===== config.mk =====
export PLATFORM = sky130hd
export DESIGN_NAME = multicycle_ctrl_fsm
export DESIGN_NICKNAME = d
export VERILOG_FILES = /design/src/rtl/ctrl_pkg.sv /design/src/rtl/ctrl_decode.sv /design/src/rtl/multicycle_ctrl_fsm.sv
export SDC_FILE = /design/constraint.sdc
export NUM_CORES = 1
export LEC_CHECK = 0
export CORE_MARGIN = 4
export CORE_UTILIZATION = 44
export CTS_CLUSTER_DIAMETER = 60
export DETAILED_ROUTE_END_ITERATION = 12
export PLACE_DENSITY = 0.84
export SETUP_SLACK_MARGIN = 0.2
export SLEW_MARGIN = 0
export SYNTH_ARGS = -nofsm -noshare
export SYNTH_HDL_FRONTEND = slang
export SYNTH_SLANG_ARGS = --single-unit

===== constraint.sdc =====
create_clock -name clk -period 1.7 [get_ports clk]
set_input_delay 0.34 -clock clk [delete_from_list [all_inputs] [get_ports clk]]
set_output_delay 0.34 -clock clk [all_outputs]
set_load 0.005 [all_outputs]

===== src/rtl/ctrl_pkg.sv =====
// ctrl_pkg: shared types and encodings for the multi-cycle control FSM.
//   state_t    : FSM state (FETCH/DECODE/EXEC/WB)
//   OP_*/FN_*  : opcode and R-type function field values
//   ALU_*      : alu_con operation codes
//   SIGN_*     : sign-extend mode encodings
//   ctrl_t     : decoded datapath control bundle
package ctrl_pkg;

  typedef enum logic [1:0] {
    FETCH  = 2'd0,
    DECODE = 2'd1,
    EXEC   = 2'd2,
    WB     = 2'd3
  } state_t;

  localparam logic [5:0] OP_RTYPE = 6'b000000;
  localparam logic [5:0] OP_IMM   = 6'b111111;

  localparam logic [5:0] FN_SLL = 6'b000000;
  localparam logic [5:0] FN_SRL = 6'b000010;
  localparam logic [5:0] FN_ADD = 6'b100000;
  localparam logic [5:0] FN_SUB = 6'b100010;
  localparam logic [5:0] FN_AND = 6'b100100;
  localparam logic [5:0] FN_OR  = 6'b100101;

  localparam logic [3:0] ALU_AND = 4'b0000;
  localparam logic [3:0] ALU_OR  = 4'b0001;
  localparam logic [3:0] ALU_ADD = 4'b0010;
  localparam logic [3:0] ALU_SUB = 4'b0100;
  localparam logic [3:0] ALU_SLL = 4'b1000;
  localparam logic [3:0] ALU_SRL = 4'b1100;
  localparam logic [3:0] ALU_IMM = 4'b1110;

  localparam logic [1:0] SIGN_NONE  = 2'b00;
  localparam logic [1:0] SIGN_IMM   = 2'b10;
  localparam logic [1:0] SIGN_SHAMT = 2'b11;

  typedef struct packed {
    logic [1:0] sign;
    logic       alu_src;
    logic [3:0] alu_con;
    logic       choose_reg;
  } ctrl_t;

endpackage


===== src/rtl/ctrl_decode.sv =====
// ctrl_decode: purely combinational instruction decoder.
//   opcode, func : instruction fields from the instruction register
//   ctrl         : decoded datapath controls (all zero when undecodable)
//   is_shift     : sll/srl, selects the shift EXEC length
//   is_legal     : instruction is in the decode table
module ctrl_decode
  import ctrl_pkg::*;
(
  input  logic [5:0] opcode,
  input  logic [5:0] func,
  output ctrl_t      ctrl,
  output logic       is_shift,
  output logic       is_legal
);

  always_comb begin
    ctrl     = '0;
    is_shift = 1'b0;
    is_legal = 1'b1;
    if (opcode == OP_IMM) begin
      ctrl = '{sign: SIGN_IMM, alu_src: 1'b1, alu_con: ALU_IMM, choose_reg: 1'b0};
    end else if (opcode == OP_RTYPE) begin
      case (func)
        FN_SLL: begin
          ctrl     = '{sign: SIGN_SHAMT, alu_src: 1'b1, alu_con: ALU_SLL, choose_reg: 1'b1};
          is_shift = 1'b1;
        end
        FN_SRL: begin
          ctrl     = '{sign: SIGN_SHAMT, alu_src: 1'b1, alu_con: ALU_SRL, choose_reg: 1'b1};
          is_shift = 1'b1;
        end
        FN_ADD: ctrl = '{sign: SIGN_NONE, alu_src: 1'b0, alu_con: ALU_ADD, choose_reg: 1'b1};
        FN_SUB: ctrl = '{sign: SIGN_NONE, alu_src: 1'b0, alu_con: ALU_SUB, choose_reg: 1'b1};
        FN_AND: ctrl = '{sign: SIGN_NONE, alu_src: 1'b0, alu_con: ALU_AND, choose_reg: 1'b1};
        FN_OR:  ctrl = '{sign: SIGN_NONE, alu_src: 1'b0, alu_con: ALU_OR,  choose_reg: 1'b1};
        default: is_legal = 1'b0;
      endcase
    end else begin
      is_legal = 1'b0;
    end
  end

endmodule


===== src/rtl/multicycle_ctrl_fsm.sv =====
// multicycle_ctrl_fsm: FETCH -> DECODE -> EXEC -> WB control sequencer.
//   clk, rst            : clock, synchronous active-high reset
//   instr_valid/ready   : instruction handshake (ready only in FETCH)
//   opcode, func        : instruction fields, latched on transfer
//   stall               : freezes the EXEC counter
//   sign/alu_src/alu_con/choose_reg : registered datapath controls
//   reg_write           : WB pulse for legal instructions
//   busy                : high in DECODE/EXEC/WB
//   done                : WB pulse for every instruction
//   illegal             : WB pulse for undecodable instructions
// Build option: define CTRL_ILLEGAL_TRAP_EN to flag undecodable instructions
// on 'illegal'; otherwise they run as NOPs and 'illegal' stays 0.
module multicycle_ctrl_fsm
  import ctrl_pkg::*;
#(
  parameter int ALU_CYCLES   = 1,
  parameter int SHIFT_CYCLES = 2,
  parameter int CNT_W        = 4
) (
  input  logic       clk,
  input  logic       rst,
  input  logic       instr_valid,
  output logic       instr_ready,
  input  logic [5:0] opcode,
  input  logic [5:0] func,
  input  logic       stall,
  output logic [1:0] sign,
  output logic       alu_src,
  output logic [3:0] alu_con,
  output logic       choose_reg,
  output logic       reg_write,
  output logic       busy,
  output logic       done,
  output logic       illegal
);

  // Counter holds remaining EXEC cycles minus one, so 0 means "last cycle".
  localparam logic [CNT_W-1:0] ALU_LOAD   = CNT_W'(ALU_CYCLES - 1);
  localparam logic [CNT_W-1:0] SHIFT_LOAD = CNT_W'(SHIFT_CYCLES - 1);

  state_t           state;
  logic [5:0]       ir_op;
  logic [5:0]       ir_func;
  logic [CNT_W-1:0] cnt;
  logic             legal_q;

  ctrl_t dec_ctrl;
  logic  dec_shift;
  logic  dec_legal;

  ctrl_decode u_decode (
    .opcode   (ir_op),
    .func     (ir_func),
    .ctrl     (dec_ctrl),
    .is_shift (dec_shift),
    .is_legal (dec_legal)
  );

  always_ff @(posedge clk) begin
    if (rst) begin
      state       <= FETCH;
      ir_op       <= '0;
      ir_func     <= '0;
      cnt         <= '0;
      legal_q     <= 1'b0;
      instr_ready <= 1'b1;
      busy        <= 1'b0;
      sign        <= '0;
      alu_src     <= 1'b0;
      alu_con     <= '0;
      choose_reg  <= 1'b0;
      reg_write   <= 1'b0;
      done        <= 1'b0;
      illegal     <= 1'b0;
    end else begin
      case (state)
        FETCH: begin
          if (instr_valid && instr_ready) begin
            ir_op       <= opcode;
            ir_func     <= func;
            instr_ready <= 1'b0;
            busy        <= 1'b1;
            state       <= DECODE;
          end
        end
        DECODE: begin
          sign       <= dec_ctrl.sign;
          alu_src    <= dec_ctrl.alu_src;
          alu_con    <= dec_ctrl.alu_con;
          choose_reg <= dec_ctrl.choose_reg;
          legal_q    <= dec_legal;
          cnt        <= dec_shift ? SHIFT_LOAD : ALU_LOAD;
          state      <= EXEC;
        end
        EXEC: begin
          if (!stall) begin
            if (cnt == '0) begin
              // WB pulses are registered here so they are valid for the whole WB cycle.
              done      <= 1'b1;
              reg_write <= legal_q;
`ifdef CTRL_ILLEGAL_TRAP_EN
              illegal   <= !legal_q;
`endif
              state     <= WB;
            end else begin
              cnt <= cnt - 1'b1;
            end
          end
        end
        WB: begin
          done        <= 1'b0;
          reg_write   <= 1'b0;
          illegal     <= 1'b0;
          sign        <= '0;
          alu_src     <= 1'b0;
          alu_con     <= '0;
          choose_reg  <= 1'b0;
          busy        <= 1'b0;
          instr_ready <= 1'b1;
          state       <= FETCH;
        end
        default: state <= FETCH;
      endcase
    end
  end

endmodule


* Word level (Yosys, flattened, before mapping)
Index checks and enable logic that the tools add are counted.
** Cells by class
- $add $sub $neg :: 1
- Equal/unequal tests :: 13
- Multiplexer cells :: 31
- Reductions and logical operators :: 16
** Operators by type and width (number)
- case mux 8 bit (6 select lines) :: 1
- equality test 6 bit (second input constant) :: 5
- 2-to-1 mux 8 bit :: 2
- case mux 4 bit (2 select lines) :: 2
- 2-to-1 mux 1 bit :: 13
- zero test 6 bit :: 2
- case mux 1 bit (2 select lines) :: 6
- AND reduction 3 bit :: 3
- 2-to-1 mux 4 bit :: 2
- != test 2 bit (second input constant) :: 4
- case mux 2 bit (4 select lines) :: 1
- nonzero test 2 bit :: 4
- equality test 6 x 2 -> 1 bit (second input constant) :: 1
- 2-to-1 mux 2 bit :: 3
- OR reduction 6 bit :: 1
- equality test 2 bit (second input constant) :: 2
- zero test 4 bit :: 1
- case mux 2 bit (2 select lines) :: 1
- AND reduction 2 bit :: 2
- subtractor 4 x 1 -> 4 bit (second input constant) :: 1
- equality test 2 x 1 -> 1 bit (second input constant) :: 1
- zero test 2 bit :: 1
- OR reduction 2 bit :: 1
- logical AND 1 bit :: 1
** Storage, ports and cells
- Flip-flop bits (word level) :: 31
- Word-level logic and storage cells :: 74

* Logic depth before layout (Yosys ltp)
Gate-level depths: netlist of the first run.
- Word-level depth :: 7
- Depth in mapped cells :: 7
- Depth with buffers taken out :: 6

* Modules after synthesis
A second synthesis of the first run with hierarchy kept.
** Unflattened totals
- Cell total of the unflattened synthesis :: 170
- Area total of the unflattened synthesis :: 1486.4 sq um
** By module, submodules not included
- multicycle_ctrl_fsm :: times used 1, cells an instance 148, area an instance 1335.0 sq um, sequential area each 620.6 sq um
- ctrl_decode :: times used 1, cells an instance 22, area an instance 151.4 sq um, sequential area each 0.0 sq um

* Worst setup path before layout of the first run
No wires, ideal clock.
- Path kind :: register to register
- Start :: reg ir_op[0]
- End :: reg cnt[0]
- Arrival :: 1.569 ns
- Required time :: 1.630 ns
- Setup slack :: 0.060 ns
- Stages on the path, launching flop included :: 5
- Path buffers :: 0
- Clock period less this slack :: 1.640 ns
- Cells stage by stage :: dfxtp_1 -> or4_4 -> nor4_4 -> or3b_1 -> a21oi_1
** On the way
- Cells in the longest elaborated chain, start to end :: 5
- Elaborated cells on any way between the ends :: 6
- Classes of those cells :: eq/ne: 1; mux: 4; reduce/logical: 1
** Ends and longest elaborated chain
- from (decl) :: RTL line multicycle_ctrl_fsm.sv:42 : logic [5:0] ir_op;
- from (signal assigned) :: RTL line multicycle_ctrl_fsm.sv:79 : ir_op <= opcode;
- zero test 6 bit :: RTL line ctrl_decode.sv:22 : end else if (opcode == OP_RTYPE) begin
- 2-to-1 mux 1 bit :: RTL line ctrl_decode.sv:22
- 2-to-1 mux 1 bit (*) :: RTL line ctrl_decode.sv:20 : if (opcode == OP_IMM) begin
- 2-to-1 mux 1 bit (*) :: RTL line multicycle_ctrl_fsm.sv:92 : cnt <= dec_shift ? SHIFT_LOAD : ALU_LOAD;
- case mux 4 bit (2 select lines) (*) :: RTL line multicycle_ctrl_fsm.sv:76 : case (state)
- to (signal assigned) :: RTL line multicycle_ctrl_fsm.sv:92
- to (signal assigned) :: RTL line multicycle_ctrl_fsm.sv:106 : cnt <= cnt - 1'b1;
- to (decl) :: RTL line multicycle_ctrl_fsm.sv:44 : logic [CNT_W-1:0] cnt;
Every way passes the cells marked *; elsewhere a longest branch is shown, timed or not.
A chain may end at the register's enable or synchronous reset.

* Final worst setup path of the first run
- Start :: reg ir_op[4]
- End :: reg cnt[0]
The elaborated chain is that of the path after synthesis.

==> results of run 1 <==
==> logic make-up (layout without fill, tap and decap cells) <==
family          after synthesis  after routing  share of synthesized area
flops                        29             29                      0.433
other cells                   1              1                    0.00280
xor+xnor                      1              1                    0.00653
mux                           4              4                     0.0299
compound gates               38             38                      0.168
fa+ha+maj                     6              6                     0.0560
simple gates                 65             65                      0.244
buf+inv                      18             58                     0.0597
==> metrics by stage <==
step           cell area [um2]   util
5_1_grt                   1850  0.655
6_report                  1850  0.655
3_3_place_gp              1650  0.583
2_1_floorplan             1360      -
3_5_place_dp              1650  0.583
4_1_cts                   1750  0.620
==> repair_timing <==
action	4_1_cts	5_1_grt
setup buffers	6	4
setup endpoints to repair	20	30
resized for setup	17	22
pin swaps	3	4
==> tightest hold or removal path: cells and delay by family, from the launching register on <==
kind	cells	cell delay (ns)
compound gates	1	0.05
flops	1	0.33
simple gates	1	0.05
==> layer usage <==
| layer | GRT usage | vias to the layer above | part of all wire |
|---|---|---|---|
| met5 | 0 | - | 0 |
| met4 | 0.0836 | 0 | 0.022 |
| met3 | 0.0586 | 8 | 0.052 |
| met2 | 0.267 | 33 | 0.49 |
| met1 | 0.186 | 589 | 0.44 |
| li1 | - | 639 | - |
==> power breakdown <==
part | switching, W | total (W) | internal, W
Combinational | 0.000705 | 0.00149 | 0.000781
Sequential | 0.000157 | 0.00103 | 0.000875
Clock | 0.000217 | 0.000412 | 0.000195
==> cell type report <==
class                      count  area (um2)
fill                         227         977
multi-input combinational    115         738
sequential                    29         596
timing repair buffer          43         390
clock buffer                   7        55.1
tap                           31        38.8
inverter                       8        33.8
==> worst paths after layout <==
kind | startpoint | endpoint | slack, ns | depth (start not counted)
min reg2reg | ir_op[4] | ir_op[4] | 0.47 | 2
min | ir_op[4] | ir_op[4] | 0.47 | 2
max | ir_op[4] | cnt[0] | 0.03 | 4
max reg2reg | ir_op[4] | cnt[0] | 0.03 | 4
==> layout by cell type, fill, tap and decap left out, types with 4 or more instances in the layout <==
cell                              netlist  layout
sky130_fd_sc_hd__a21oi_1               19      18
sky130_fd_sc_hd__buf_4                  3      15
sky130_fd_sc_hd__clkbuf_4               0       5
sky130_fd_sc_hd__clkdlybuf4s50_1        0      15
sky130_fd_sc_hd__dfxtp_1               29      19
sky130_fd_sc_hd__dfxtp_2                0       9
sky130_fd_sc_hd__dlygate4sd2_1          0       9
sky130_fd_sc_hd__inv_1                  8       4
sky130_fd_sc_hd__mux2i_1                4       4
sky130_fd_sc_hd__nand2_1               29      29
sky130_fd_sc_hd__nor2_1                13      13
sky130_fd_sc_hd__nor3_1                 4       4
==> summary by stage, run 1 <==
STA
Final hold analysis gives a worst-case slack of 0.470 ns. Summed over all failing endpoints, the final setup total negative slack is 0 ns. The final-report max-slew violation count is 0. The final critical-path share of the clock period is 0.980. The worst path in the final design needs a cycle of 1.67 ns, including I/O delays and setup.

Across the routed clock network, the largest skew measured is 0.00422 ns. The final hold violation count is 0. The achievable frequency is 600 MHz. Setup violations remaining at the end of the flow were counted as 0. Setup repair after global routing could not meet its margin everywhere. The worst path meets setup with 0.0347 ns of slack.

Yosys
The number of nets in the synthesized netlist is 184. The largest area contributor in the netlist is sky130_fd_sc_hd__dfxtp_1. The sequential-to-total area share from yosys stat is 0.433.

After synthesis the netlist holds a flip-flop and latch count of 29. The cell area that synthesis handed to floorplanning was 1340 um2. The most instantiated flip-flop cell in the synthesis netlist is sky130_fd_sc_hd__dfxtp_1. The top cell type's share of synthesized area is 0.433. Yosys attributes the largest share of cell area to sky130_fd_sc_hd__dfxtp_1, sky130_fd_sc_hd__nand2_1, sky130_fd_sc_hd__a21oi_1.

By count the netlist is led by sky130_fd_sc_hd__dfxtp_1, sky130_fd_sc_hd__nand2_1, sky130_fd_sc_hd__a21oi_1. The post-synthesis cell count is 162. During synthesis, Yosys emitted a total of 0 warnings. The share of synthesized registers carrying an async set or reset is 0. Counting flops with a built-in enable in the synthesized netlist gives 0. Averaged over all synthesized cells, the footprint is 8.28 um2. Yosys mapped the design onto 39 distinct sky130hd cell types.

Floorplanning
The floorplan die width is 63.2 um. The number of top-level design ports is 29. The floorplan step defined a core boundary enclosing 2830 um2. The die height is 63.2 um. The floorplan step defined a die boundary enclosing 4000 um2. The number of rows created at floorplan is 19. The initial utilization of the core area, before any placement, comes to 0.474.

Pwr
The cell area power density is 1580 nW/um2. For this design the static power due to leakage is 0.816 nW. The total power draw is 0.00293 W.

VDD sags by at most 988 uV.

Drt
The routed wire length is 3210 um. Dividing the detail-routed wire length by the instance count gives 13.8 um. For this run, design rule violations remaining after detail routing come to 0. The DRC marker count from the first detailed-route iteration is 36. The first detailed-routing pass ran for 4 iterations. The residual antenna-violating net count after detailed routing is 0. The detail-routed via count per cell is 5.45. For this block, the via count after detailed routing is 1,269.

Final layout
From synthesis to final layout, the design area changed by 38.1%. The largest registers in the layout are ir_func x6, ir_op x6, cnt x4. The diode insertion count for antenna repair is 0. The count of nets after finishing is 224.

In the final layout, the share of cells above drive strength 1 is 0.243. The count of placed standard cells in the final layout, fillers left out is 233.

Placement
The number of I/O port buffers is 27. At the end of routability-driven placement, the weighted congestion stood at 0.817. After detailed placement, the design holds a cell count of 216. At the placement stage, the worst setup path has a slack of -0.0504 ns.

The detailed-placement wirelength estimate is 2240 um.

GRT
The largest net degree at the start of global routing is 23. The number of antenna violations at the first check in global routing came to 0. The via count of the first global-routing pass is 1,203. The first global-routing pass estimated 5130 um of wire.

The all-layer global routing usage is 0.163. The total overflow left after global routing is 0.

CTS
The H-tree generated during clock tree synthesis spans 2 levels. After clock tree synthesis, the clock-pin slew on the worst setup and hold paths is 0.08 ns. The clock tree from TritonCTS is done. Clock tree synthesis inserted a total of 5 buffers.

The clock insertion delay at the later pin of the skew report is 0.32 ns. The clock root buffer is sky130_fd_sc_hd__clkbuf_4. The number of hold-repair buffers added at the cts stage is 0. The number of clock sinks is 29. The clock passes through at most 2 buffers.

Setup path
The category of the critical setup timing path is reg2reg. The data required time of the critical path is 1.96 ns. The kind of cell with the highest combined delay along the critical path is simple AND/OR/NAND/NOR gates. Traced cell by cell, the critical path runs through or4_4, nor4_4, or3b_1, a21oi_2.

The slowest stage of the critical path belongs to the cell sky130_fd_sc_hd__or4_4. The worst setup path is captured at a flip-flop. The largest single stage delay on the critical path is 0.56 ns. In this run the worst path has a maximum fanout of 3. The startpoint type of the worst setup path is a flip-flop. The data arrival time at the worst-slack endpoint is 1.93 ns.

The combined buffer and inverter count along the critical path is 0.

Flow run
The tool flagged a number of max-cap violations equal to 0.

Min path
The worst min-delay path category is reg2reg.

Status
The flow ran to the end, and the final reports show no timing, DRC or antenna violations.
Power figures use the tool's default switching activity.
==> inputs of run 2 (changes only) <==
- SLEW_MARGIN: 0 -> not set
==> results of run 2 <==
Final layout, timing and power as in run 1 (identical DEF).
